$ cat src/rtl/uart_pkg.sv
// uart_pkg: shared parity encodings, FSM state encoding and width helper for the UART TX path
package uart_pkg;
  localparam int PARITY_NONE = 0;
  localparam int PARITY_ODD = 1;
  localparam int PARITY_EVEN = 2;
  typedef enum logic [2:0] {S_IDLE, S_START, S_DATA, S_PARITY, S_STOP} state_t;
  function automatic int width_of(input int n);
    return n < 2 ? 1 : $clog2(n);
  endfunction
endpackage

$ cat src/rtl/uart_tx_fifo_sync_fifo.sv
// sync_fifo: single-clock FIFO with registered flags and a show-ahead read port
//   i_clk, i_reset (sync, high); i_push/i_data write; i_pop consumes o_data; o_full, o_empty
module sync_fifo
  import uart_pkg::*;
#(
  parameter int WIDTH = 8,
  parameter int DEPTH = 16
) (
  input  logic             i_clk,
  input  logic             i_reset,
  input  logic             i_push,
  input  logic [WIDTH-1:0] i_data,
  input  logic             i_pop,
  output logic [WIDTH-1:0] o_data,
  output logic             o_full,
  output logic             o_empty
);
  localparam int AW = width_of(DEPTH);
  logic [WIDTH-1:0] mem [DEPTH];
  logic [AW-1:0] wp, rp;
  logic [AW:0] cnt, cnt_d;
  logic push_ok, pop_ok;
  // a push while full is dropped even if a pop happens in the same cycle
  assign push_ok = i_push && !o_full;
  assign pop_ok = i_pop && !o_empty;
  assign cnt_d = cnt + (AW+1)'(push_ok) - (AW+1)'(pop_ok);
  assign o_data = mem[rp];
  always_ff @(posedge i_clk) begin
    if (i_reset) begin
      wp <= '0;
      rp <= '0;
      cnt <= '0;
      o_full <= 1'b0;
      o_empty <= 1'b1;
    end else begin
      wp <= wp + AW'(push_ok);
      rp <= rp + AW'(pop_ok);
      cnt <= cnt_d;
      o_full <= cnt_d == (AW+1)'(DEPTH);
      o_empty <= cnt_d == '0;
    end
  end
  always_ff @(posedge i_clk) if (push_ok) mem[wp] <= i_data;
endmodule

$ cat src/rtl/uart_tx_fifo.sv
// uart_tx_fifo: FIFO-fed UART transmitter with configurable frame format and per-bit baud strobe
//   i_clk, i_reset (sync, high); i_wr/i_data push a word unless o_full
//   o_full, o_empty FIFO flags; o_busy frame on line; o_uart_tx serial out; o_uart_clk bit-start strobe
module uart_tx_fifo
  import uart_pkg::*;
#(
  parameter int CLKS_PER_BAUD = 104,
  parameter int DATA_BITS = 8,
  parameter int PARITY = 0,
  parameter int STOP_BITS = 1,
  parameter int FIFO_DEPTH = 16
) (
  input  logic                 i_clk,
  input  logic                 i_reset,
  input  logic                 i_wr,
  input  logic [DATA_BITS-1:0] i_data,
  output logic                 o_full,
  output logic                 o_empty,
  output logic                 o_busy,
  output logic                 o_uart_tx,
  output logic                 o_uart_clk
);
  localparam int CW = width_of(CLKS_PER_BAUD);
  localparam logic [CW-1:0] LAST = CW'(CLKS_PER_BAUD - 1);
  state_t state, state_d;
  logic [CW-1:0] cnt, cnt_d;
  logic [3:0] bit_cnt, bit_d;
  logic [DATA_BITS-1:0] sh, sh_d, fifo_data;
  logic par, par_d, tx_d, pop, last;
  sync_fifo #(.WIDTH(DATA_BITS), .DEPTH(FIFO_DEPTH)) fifo (
    .i_clk(i_clk),
    .i_reset(i_reset),
    .i_push(i_wr),
    .i_data(i_data),
    .i_pop(pop),
    .o_data(fifo_data),
    .o_full(o_full),
    .o_empty(o_empty)
  );
  assign last = cnt == LAST;
  assign o_busy = state != S_IDLE;
  assign o_uart_clk = state != S_IDLE && cnt == '0;
  always_ff @(posedge i_clk) begin
    if (i_reset) begin
      state <= S_IDLE;
      cnt <= '0;
      bit_cnt <= '0;
      sh <= '0;
      par <= 1'b0;
      o_uart_tx <= 1'b1;
    end else begin
      state <= state_d;
      cnt <= cnt_d;
      bit_cnt <= bit_d;
      sh <= sh_d;
      par <= par_d;
      o_uart_tx <= tx_d;
    end
  end
  always_comb begin
    state_d = state;
    cnt_d = last || state == S_IDLE ? '0 : cnt + CW'(1);
    bit_d = bit_cnt;
    sh_d = sh;
    par_d = par;
    pop = 1'b0;
    case (state)
      S_IDLE: if (!o_empty) begin
        pop = 1'b1;
        state_d = S_START;
      end
      S_START: if (last) begin
        state_d = S_DATA;
        bit_d = '0;
      end
      S_DATA: if (last) begin
        sh_d = sh >> 1;
        bit_d = bit_cnt + 4'd1;
        if (bit_cnt == 4'(DATA_BITS - 1)) begin
          state_d = PARITY != PARITY_NONE ? S_PARITY : S_STOP;
          bit_d = '0;
        end
      end
      S_PARITY: if (last) begin
        state_d = S_STOP;
        bit_d = '0;
      end
      S_STOP: if (last) begin
        bit_d = bit_cnt + 4'd1;
        if (bit_cnt == 4'(STOP_BITS - 1)) begin
          state_d = o_empty ? S_IDLE : S_START;
          pop = !o_empty;
        end
      end
      default: state_d = S_IDLE;
    endcase
    // a new frame restarts its own bit timing and latches its parity once
    if (pop) begin
      sh_d = fifo_data;
      par_d = PARITY == PARITY_EVEN ? ^fifo_data : ~^fifo_data;
      cnt_d = '0;
    end
    // the line value for the next cycle, so o_uart_tx comes straight from a flop
    tx_d = state_d == S_START ? 1'b0 : state_d == S_DATA ? sh_d[0] : state_d == S_PARITY ? par_d : 1'b1;
  end
endmodule
$ cat config.mk
export PLATFORM = sky130hd
export DESIGN_NAME = uart_tx_fifo
export DESIGN_NICKNAME = d
export VERILOG_FILES = /design/src/rtl/uart_pkg.sv /design/src/rtl/uart_tx_fifo_sync_fifo.sv /design/src/rtl/uart_tx_fifo.sv
export SDC_FILE = /design/constraint.sdc
export NUM_CORES = 1
export LEC_CHECK = 0
export CAP_MARGIN = 10
export CORE_AREA = 2 2 93 139
export CTS_BUF_LIST = sky130_fd_sc_hd__clkbuf_4
export DETAILED_ROUTE_END_ITERATION = 16
export DIE_AREA = 0 0 95 141
export GPL_TIMING_DRIVEN = 0
export MAX_ROUTING_LAYER = met4
export PLACE_DENSITY = 0.74
export SYNTH_ARGS = -nofsm -noshare
export SYNTH_HDL_FRONTEND = slang
export SYNTH_HIERARCHICAL = 1
export SYNTH_SLANG_ARGS = --single-unit
$ cat constraint.sdc
create_clock -name i_clk -period 7.1 [get_ports i_clk]
set_input_delay 1.065 -clock i_clk [delete_from_list [all_inputs] [get_ports i_clk]]
set_output_delay 1.065 -clock i_clk [all_outputs]
set_load 0.02 [all_outputs]
======== Yosys cells after proc, flatten, opt, wreduce, memory -nomap -nowiden ========
Memory sizes are Yosys's and may differ from the RTL's. A register that Yosys moved wholly into a read port is not among the register bits.
Cells that the tools add are included.
cells by class
  add/sub/neg operators ................... 6
  equality and inequality tests ........... 13
  mux-type cells .......................... 28
  reduce and logical (&&, ||, !) cells .... 19
operator list
  operator                                              number
  two-way mux 8 bit                                     3
  two-way mux 3 bit                                     7
  two-way mux 4 bit                                     5
  case mux 3 bit (5 select lines)                       1
  equality test 3 x 2 -> 1 bit (second input constant)  4
  case mux 4 bit (3 select lines)                       1
  two-way mux 1 bit                                     10
  adder 4 x 1 -> 4 bit                                  2
  XNOR reduction 8 bit                                  1
  adder 7 x 1 -> 7 bit (second input constant)          1
  equality test 7 bit (second input constant)           1
  zero test 7 bit                                       1
  equality test 3 x 1 -> 1 bit (second input constant)  2
  nonzero test 3 bit                                    2
  adder 5 x 1 -> 5 bit                                  1
  equality test 5 bit (second input constant)           1
  zero test 5 bit                                       1
  subtractor 5 x 1 -> 5 bit                             1
  adder 4 x 1 -> 4 bit (second input constant)          1
  equality test 4 x 3 -> 1 bit (second input constant)  1
  zero test 4 bit                                       1
  inequality test 2 bit (second input constant)         2
  AND reduction 4 bit                                   1
  nonzero test 2 bit                                    2
  10 further kinds                                      13
word-level totals
  register bits ........................... 39
  memory bits (writable) .................. 128
  input port bits ......................... 11
  output and inout bits ................... 5
  word-level logic and storage cells ...... 79
  memories kept ........................... 1
memory list
  memory    words  bits a word  rd ports  clocked after memory_dff  write ports  line                          text
  fifo.mem  16     8            1         1                         1            uart_tx_fifo_sync_fifo.sv:19  logic [WIDTH-1:0] mem [DEPTH];

======== Logic depth before layout (Yosys ltp) ========
  depth in word-level cells ............... 8
  gate-level depth with buffers ........... 14
  mapped depth without buffers ............ 13

======== Cells and area by module ========
The synthesis kept the hierarchy.
by module, submodules not included
  module        times used  cells an instance  area each (um^2)  seq. area each (um^2)
  sync_fifo     1           290                5640.4            4144.0
  uart_tx_fifo  1           147                1297.5            480.5

======== Worst setup path before layout ========
No wires, ideal clock.
  kind .................................... reg2reg
  start ................................... register cnt[0] (netlist name)
  end ..................................... register fifo.o_empty
  setup time .............................. 116 ps
  arrival time ............................ 3199 ps
  required time ........................... 6984 ps
  path slack .............................. 3785 ps
  cell stages (with the launch flop) ...... 15
  path buffers ............................ 1
  period minus slack after synthesis ...... 3315 ps
  cell sequence ........................... dfxtp_1 -> ha_1 -> and3_1 -> a41oi_1 -> or2_2 -> clkbuf_1 -> inv_1 -> nor2b_1 -> xnor2_1 -> ha_1 -> fa_1 -> a21o_1 -> a21oi_1 -> xnor2_1 -> a41o_1
RTL lines
  what                  line                          text
  end signal, assigned  uart_tx_fifo_sync_fifo.sv:34  o_empty <= 1'b1;
  end signal, assigned  uart_tx_fifo_sync_fifo.sv:40  o_empty <= cnt_d == '0;
  end, declared         uart_tx_fifo_sync_fifo.sv:16  output logic o_empty

==> flow_metrics.py <==
metrics = {
    "sta": {
        "timing.final.crit_share_pct": 55.4,
        "fin_skew_ns": 0.0177,
        "layout_min_cycle_time_ns": 3.94,
        "setup_violations": 0,
        "finalSetupTns_ns": 0,
        "hold_violations": 0,
        "maxSlewViolCount": 0,
        "fmax_mhz": 254,
        "tightest_slew_ns": 0.956,
        "rsz0062_at_grt": "no",
        "slew_headroom_pct": 35.7,
    },
    "floorplanning": {
        "rows": 50,
        "dieArea_mm2": 0.0134,
        "die_x_um": 95,
        "coreArea_mm2": 0.0123,
        "ios": 16,
        "die_h_um": 141,
        "initial_core_util_pct": 56.3,
    },
    "clock_network": {
        "clk_path_buf_depth": 2,
        "cts_hold_buf": 0,
        "cts_sinks": 167,
        "cts_max_level": 4,
        "cts_tree": "done",
        "cts_root_buffer": "clkbuf_4",
        "cts_setup_buffers": 0,
        "cts_resized": 0,
        "cts_buffers": 17,
        "insertion_delay_ns": 0.53,
        "path_clk_slew_ns": 0.13,
    },
    "synth": {
        "synth_top_area_share_pct": 55.4,
        "synth.avg_cell_area_um2": 15.9,
        "yosys_register_bits": 167,
        "synth_top_family_by_area": "multiplexers",
        "synth_compound_area_share_pct": 5.43,
        "synth_edf_count": 128,
        "synthAdderAreaFrac_pct": 2.27,
        "netlist_instances": 437,
        "synth_xor_xnor_area_share_pct": 2.78,
        "synthMuxAreaShare_pct": 12.3,
        "synthArstFlopShare_pct": 0,
        "synth_area_leaders": "edfxtp_1 55%, dfxtp_1 11%, mux4_2 6.5%, mux4_1 4.5%, nor2_1 2.5%",
        "ys_seq_area_share_pct": 66.7,
        "synth_area_leader_cell": "edfxtp_1",
        "synth_area_mm2": 0.00694,
        "synth_flop_cell": "edfxtp_1",
        "ys_warn_count": 6,
        "synth_cell_types": 51,
        "synth_most_common_cell": "edfxtp_1",
        "synth.cells.most_frequent": "128 x edfxtp_1, 47 x nor2_1, 39 x dfxtp_1",
        "synth_simple_gate_area_share_pct": 8.01,
        "syn_nets": 460,
    },
    "setup_path": {
        "cp.required_ns": 7.54,
        "critPathKind": "reg -> reg",
        "reg2reg_from": "cnt[0]$_SDFF_PP0_",
        "cp_max_fo": 8,
        "critPathLaunchType": "register",
        "crit_start": "cnt[0]$_SDFF_PP0_",
        "worst_ep_arrival_time_ns": 4.38,
        "end_kind": "register",
    },
    "global_route": {
        "grt.total_usage_pct": 22.3,
        "antenna_found_initial": 1,
        "grt_first_pass_wirelength_um": 20600,
        "grt_max_degree": 17,
        "grt_pass1_vias": 3830,
        "grt-ovfl-total": 0,
    },
    "power_and_ir_drop": {
        "finalPower_w": 0.00240,
        "leakagePower_nw": 2.55,
        "ir_worst_vdd_mv": 0.163,
        "pwr_density_cell_mw_per_mm2": 315,
    },
    "placement": {
        "place_hpwl_um": 9270,
        "place.gp.congestion": 0.751,
        "port_buffers": 15,
        "dpl_cell_area_mm2": 0.00731,
    },
    "route": {
        "viasPerCell": 5.88,
        "drt_first_iter_violations": 368,
        "drt-wirelength-per-cell_um": 20.6,
        "vias": 3786,
        "wirelength_um": 13200,
        "drc": 0,
        "antenna_left": 0,
        "firstDrtPassIters": 5,
    },
    "min_path": {
        "hp-start": "cnt[0]$_SDFF_PP0_",
        "min_path_type": "reg -> reg",
    },
    "finish": {
        "fillers": 922,
        "design_area_mm2": 0.00761,
        "drive_gt1_share_pct": 15.2,
        "syn2layout_area_growth_pct": 9.74,
        "multi_input_area_mm2": 0.00214,
        "register_area_mm2": 0.00462,
        "nNetsFinal": 497,
    },
    "flow_run": {
        "drv_cap": 0,
    },
    "run_status": {
        "outcome": "finished clean",
    },
}
[power by group]
part | internal [W] | switching [W]
combinational | 0.000317 | 0.000352
clock | 0.000256 | 0.000312
sequential | 0.00113 | 0.0000311
[critical path, cell delays in order, from the launching register on]
cell      delay (ns)
dfxtp_1         0.39
ha_1            0.24
and3_1          0.24
a41oi_1         0.21
or2_2           0.35
clkbuf_1        0.22
inv_1           0.18
nor2b_1         0.45
xnor2_1         0.15
ha_1            0.23
fa_1            0.41
a21o_1          0.18
a21oi_1         0.18
xnor2_1         0.13
nor4bb_1        0.29
[final timing paths]
path,to,cells after the start,slack (ns)
hold / removal,cnt[0]$_SDFF_PP0_,1,0.48
setup / recovery,fifo/o_full$_SDFF_PP0_,14,3.16
hold reg to reg,cnt[0]$_SDFF_PP0_,1,0.48
setup reg to reg,fifo/o_full$_SDFF_PP0_,14,3.16
[registers in the layout, indices dropped and copies added, names as in the netlist]
register	count
state	3
fifo/o_full	1
cnt	7
fifo/o_empty	1
fifo/wp	4
sh	8
fifo/mem	128
bit_cnt	4
fifo/rp	4
par	1
o_uart_tx	1
fifo/cnt	5
[through the flow]
stage	hold WS, ns	std cells	setup slack, ns	util, %
3_5_place_dp	0.456	611	3.20	59.3
2_1_floorplan	0.430	437	3.79	-
6_report	0.479	644	3.16	61.8
5_1_grt	0.513	644	2.84	61.8
3_3_place_gp	0.442	608	3.37	59.1
4_1_cts	0.484	643	3.17	61.8
[layout by cell type (no fill, tap or decap), drive strengths merged, types with 4 or more instances in the layout]
cell type and instances:
xor2 6, nor3 6, edfxtp 128, clkdlybuf4s50 15, a211oi 8, nand2 14, ha 11, mux4 32
a21oi 9, nand2b 6, dfxtp 39, buf 11, nand3 7, clkinv 4, nor2 47, nor2b 11
a22oi 17, o21ai 5, clkbuf 33, xnor2 16, mux2i 7, inv 16
[cell type report]
cell class                      count  share of cell area [%]
Clock buffer                       20                    1.97
Timing Repair Buffer               18                    2.24
Multi-Input combinational cell    235                    28.1
Tap cell                          156                    2.56
Antenna cell                        1                  0.0329
Clock inverter                     12                    2.00
Inverter                           14                   0.690
Sequential cell                   167                    60.7
Buffer                             21                    1.68
[cell families after synthesis]
kind of cell / count (synthesis)
flops: 167
simple gates: 111
compound gates: 50
mux: 40
buf+inv: 35
xor+xnor: 22
fa+ha+maj: 12
[per-layer routing]
metal	wire length [um]	track usage, %	share of wire, %	vias to the layer above
met5	0	-	0	-
met4	295	8.77	2.2	0
met3	622	4.12	4.7	20
met2	7500	39.2	57	119
met1	4820	24.7	36	1885
li1	-	-	-	1762
Power figures use the tool's default switching activity.
